==> src/rtl/btn_ctrl_pkg.sv <==
// Shared constants and the status-word layout for the button controller.
package btn_ctrl_pkg;

  localparam int unsigned NUM_BTN      = 5;
  localparam logic [31:0] BTN_ADDR_DEF = 32'hFFFF_F078;
  localparam int unsigned BTN_LVL_LSB  = 0;
  localparam int unsigned BTN_CNT_LSB  = 8;
  localparam int unsigned BTN_CNT_W    = 4;

  // Field order matches the bus word: pc[i] lands at bit 8+4i.
  typedef struct packed {
    logic [3:0]                          rsvd_hi;
    logic [NUM_BTN-1:0][BTN_CNT_W-1:0]   cnt;
    logic [2:0]                          rsvd_lo;
    logic [NUM_BTN-1:0]                  lvl;
  } btn_word_t;

endpackage

==> src/rtl/btn_debounce.sv <==
// One button bit: two-flop synchroniser, stability counter, accepted level
// and a one-cycle pulse in the cycle after the level goes 0->1.
module btn_debounce #(
  parameter int unsigned DEBOUNCE_CYCLES = 25000
) (
  input  logic clk_i,
  input  logic rst_i,
  input  logic btn_i,
  output logic lvl_o,
  output logic rise_o
);

  localparam int unsigned     CW      = $clog2(DEBOUNCE_CYCLES) + 1;
  localparam logic [CW-1:0]   CNT_MAX = CW'(DEBOUNCE_CYCLES - 1);

  logic          s1_q, s2_q;
  logic          lvl_q, lvl_d;
  logic          rise_q, rise_d;
  logic [CW-1:0] cnt_q, cnt_d;

  always_comb begin
    cnt_d  = cnt_q + CW'(1);
    lvl_d  = lvl_q;
    rise_d = 1'b0;
    if (s2_q == lvl_q) begin
      cnt_d = '0;
    end else if (cnt_q == CNT_MAX) begin
      cnt_d  = '0;
      lvl_d  = s2_q;
      rise_d = s2_q;
    end
  end

  always_ff @(posedge clk_i) begin
    if (rst_i) begin
      s1_q   <= 1'b0;
      s2_q   <= 1'b0;
      cnt_q  <= '0;
      lvl_q  <= 1'b0;
      rise_q <= 1'b0;
    end else begin
      s1_q   <= btn_i;
      s2_q   <= s1_q;
      cnt_q  <= cnt_d;
      lvl_q  <= lvl_d;
      rise_q <= rise_d;
    end
  end

  assign lvl_o  = lvl_q;
  assign rise_o = rise_q;

endmodule

==> src/rtl/btn_ctrl.sv <==
// Five debounced push-buttons behind one read-only status word.
// Define BTN_PRESS_CNT_EN to build the per-button 4-bit press counters.
module btn_ctrl
  import btn_ctrl_pkg::*;
#(
  parameter int unsigned DEBOUNCE_CYCLES = 25000,
  parameter logic [31:0] BTN_ADDR        = BTN_ADDR_DEF
) (
  input  logic                clk_from_bg,
  input  logic                rst_from_bg,
  input  logic [NUM_BTN-1:0]  btn_from_soc,
  input  logic [31:0]         addr_from_bg,
  output logic [31:0]         rdata_to_bg
);

  logic [NUM_BTN-1:0]                lvl;
  logic [NUM_BTN-1:0]                rise;
  logic [NUM_BTN-1:0][BTN_CNT_W-1:0] pc;
  btn_word_t                         word;

  for (genvar i = 0; i < NUM_BTN; i++) begin : g_btn
    btn_debounce #(
      .DEBOUNCE_CYCLES(DEBOUNCE_CYCLES)
    ) u_deb (
      .clk_i (clk_from_bg),
      .rst_i (rst_from_bg),
      .btn_i (btn_from_soc[i]),
      .lvl_o (lvl[i]),
      .rise_o(rise[i])
    );
  end

`ifdef BTN_PRESS_CNT_EN
  logic [NUM_BTN-1:0][BTN_CNT_W-1:0] pc_q, pc_d;

  // Counters wrap naturally; only reset clears them.
  always_comb begin
    pc_d = pc_q;
    for (int i = 0; i < NUM_BTN; i++)
      if (rise[i]) pc_d[i] = pc_q[i] + BTN_CNT_W'(1);
  end

  always_ff @(posedge clk_from_bg) begin
    if (rst_from_bg) pc_q <= '0;
    else             pc_q <= pc_d;
  end

  assign pc = pc_q;
`else
  logic unused_rise;
  assign unused_rise = ^rise;
  assign pc          = '0;
`endif

  always_comb begin
    word     = '0;
    word.lvl = lvl;
    word.cnt = pc;
  end

  assign rdata_to_bg = (addr_from_bg == BTN_ADDR) ? word : 32'h0;

endmodule
==> config.mk <==
export PLATFORM = sky130hd
export DESIGN_NAME = btn_ctrl
export DESIGN_NICKNAME = d
export VERILOG_FILES = /design/src/rtl/btn_ctrl_pkg.sv /design/src/rtl/btn_debounce.sv /design/src/rtl/btn_ctrl.sv
export SDC_FILE = /design/constraint.sdc
export NUM_CORES = 1
export LEC_CHECK = 0
export CAP_MARGIN = 5
export CORE_UTILIZATION = 50
export CTS_BUF_LIST = sky130_fd_sc_hd__clkbuf_8
export DETAILED_ROUTE_END_ITERATION = 6
export PLACE_DENSITY_LB_ADDON = 0.3
export SETUP_SLACK_MARGIN = 0.15
export SLEW_MARGIN = 20
export SYNTH_ARGS = -nofsm -noshare
export SYNTH_HDL_FRONTEND = slang
export SYNTH_HIERARCHICAL = 1
export SYNTH_SLANG_ARGS = --single-unit
export TNS_END_PERCENT = 50
==> constraint.sdc <==
create_clock -name clk_from_bg -period 3.81 [get_ports clk_from_bg]
set_clock_uncertainty 0.15 [all_clocks]
set_input_delay 0.762 -clock clk_from_bg [delete_from_list [all_inputs] [get_ports clk_from_bg]]
set_output_delay 0.762 -clock clk_from_bg [all_outputs]
set_load 0.03 [all_outputs]
==> results list <==
- Share of total power in combinational logic: approximately 5.7%
* Largest incremental delay on the critical path: approximately 0.69 ns
- Number of diodes: 0
* Antenna violations before repair: 0
* Share of final-layout standard cells stronger than drive strength 1: 6.88%
* Buffers plus inverters on the worst setup path: 2
* Post-CTS Setup Repair Bufs: 0
- Die extent in x: about 95 microns
* CTS Hold Buffers Added: 0
- I/O pin cnt: 71
- Number of global-route vias before repair: slightly below 3k
- After detailed routing, the average wire length per cell comes to 11.3 microns.
- The first routing iteration left 112 violations.
- Of all nets on the critical path, the largest fanout is 5.
- The clock passes through at most 2 buffers.
- TritonCTS built the clock tree.
* Pins Over Slew Limit: 0
- Area of the core: 0.00830 sq mm
- Maximum resistive drop on vdd: approximately 160 uV
- Deepest level of the CTS H-tree: 3
- Gate count of the mapped netlist: 483
- In the final layout, the multi-input gates occupy 0.00220 sq mm.
- The count of endpoints failing hold in the final timing report came to 0.
* Total internal power: 1.28 mW
* Worst path required time: between 2 and 3 ns
- Die span in y: 95.1 microns
- In this run the tool buffered the top-level ports with 43 buffer cells.
* Via total after detailed routing: 3259
- Final Critical Period: 3.69 ns
- Number of cell rows: 33
- TritonCTS Sinks: 95
- Summed negative setup slack over all endpoints: 0 ns
- Setup violations remaining at the end of the flow were counted as 0.
* Net switching power: 0.408 mW
* Area growth from synthesis to layout: 13.4%
- Before antenna repair, the detailed router went through 4 iterations.
- Max Cap Viol: 0
* Area of the mapped netlist: 0.00434 sq mm
* Number of buffers created by CTS: 9
- The later pin in the worst-skew pair is clocked with a latency of 0.36 ns.
* Total wire length: 7280 microns
* CP Capture Type: output pin
- The top cell types in the final layout, fill and taps aside, are nor2_1 (95), dfxtp_1 (95), xnor2_1 (65).
- In the final design database the tool counted 577 nets.
- Part of the power in registers: ~60%
* Total die area: 0.00905 sq mm
- Clock-pin slew was measured on the worst setup and hold paths at approximately 0.080 ns.
- After detailed routing, the number of vias per cell comes to a little over 5.
- Result of the run: finished clean
* Number of nets with antenna violations after routing: 0
- The slowest stage of the critical path is the clkdlybuf4s50_1 cell.
- Seq. cell area: between 0.0015 and 0.002 sq mm
- Among the stages of the critical path, the cell type that occurs most often is clkdlybuf4s50_1.
- The setup path with the least slack is of type input pin to output pin.
- Power spread over the standard cell area amounts to 343 mW/mm^2.
* Warnings from Yosys: 6
- Setup crit start kind: input pin
- The first global-routing pass estimated 12500 microns of wire.
- Setup repair after global routing could not meet its margin everywhere.
- Summed over all nets, the half-perimeter wirelength after detailed placement is about 5400 microns.
- Pin count of the biggest net entering global routing: 21
- Overall fraction of global-route tracks in use: 17.5%
- Classification of the worst-slack hold path: flip-flop to flip-flop
- Broken down by cell family, the worst path's largest delay share belongs to buffers and inverters.
* Mean cell area of the mapped netlist: 8.98 sq um
- Data arrives at the worst endpoint at 2.78 ns.
- Counting tap cells, the placed design contains a total of approximately 630 instances.
- For the pin with the worst max-slew slack, the measured transition is 0.690 ns.
- The count of cells in the finished layout, fillers not included, comes to 643.
* Clock power share: 34.9%
* DRC errors left: 0
* Overflow after GRT: 0
- The tree is rooted in a clkbuf_8.
- Derived from the worst setup path, the maximum achievable clock frequency is 271 MHz.
- The signal on the critical path passes through clkdlybuf4s50_1 -> nand4_1 -> or4_4 -> nor3_2 -> clkdlybuf4s50_1.
- Of the total power, the share spent switching nets is roughly a quarter.
- For this configuration, the core starts out at a cell density of 52.3%.
- Hold Slack: 0.297 ns
- Measured against its own limit, the worst slew margin works out to between 50% and 60%.
- The analysis attributes to cell leakage a power of around 1.6 nW.
- Of the available clock period, the critical path in the final layout requires 97.0%.
* Count of fill cells added during filler insertion: approximately 700
- At the end of routability-driven placement, the weighted congestion stood at between 0.8 and 0.9.
-- power groups by stage --
stage | combinational (mW) | sequential (mW) | clock, mW
finish | 0.0967 | 1.00 | 0.590
global route | 0.105 | 1.00 | 0.649
CTS | 0.0972 | 1.00 | 0.605
detailed placement | 0.0971 | 1.02 | 0
global placement | 0.0957 | 1.02 | 0
floorplan | 0.0744 | 1.02 | 0
-- through the flow --
stage                     power, mW  utilization [%]  cell area (sq um)  setup slack [ns]
final                          1.69             59.3               4920             0.115
after global routing           1.76             59.3               4920            0.0499
after CTS                      1.70             59.2               4920            0.0986
after detailed placement       1.12             57.2               4750             0.106
after global placement         1.12             57.2               4750             0.132
after floorplan                1.10                -               4430             0.966
-- flip-flops by register name, summed over array words and instances, names as in the netlist --
| name | count |
|---|---|
| g_btn.u_deb/cnt_q | 80 |
| g_btn.u_deb/lvl_o | 5 |
| g_btn.u_deb/s1_q | 5 |
| g_btn.u_deb/s2_q | 5 |
-- per-layer routing --
layer  wire length, microns  GRT usage, %
met1                   3650          23.7
met2                   3200          27.1
met3                    354          3.27
met4                     84          7.95
met5                      0             0
-- final timing paths --
kind         cells after the start                      end  slack (ns)                     start
max                              5           rdata_to_bg[2]        0.12           addr_from_bg[3]
max reg2reg                      4  g_btn[4].u_deb/cnt_q[7]        1.82  g_btn[4].u_deb/cnt_q[11]
min reg2reg                      1      g_btn[4].u_deb/s2_q        0.30       g_btn[4].u_deb/s1_q
min                              1      g_btn[4].u_deb/s2_q        0.30       g_btn[4].u_deb/s1_q
-- final cells by class --
class | count | share of cell area, %
multi-input combinational | 362 | 44.7
tap | 105 | 2.67
clock buffer | 9 | 2.52
sequential | 95 | 38.7
timing repair buffer | 45 | 8.98
inverter | 20 | 1.53
clock inverter | 7 | 0.966
-- repair_timing --
action	in CTS	in global routing
gates resized for setup	1	1
pin swaps	0	0
endpoints found under the setup margin	3	2
(Power assumes the default switching activity.)
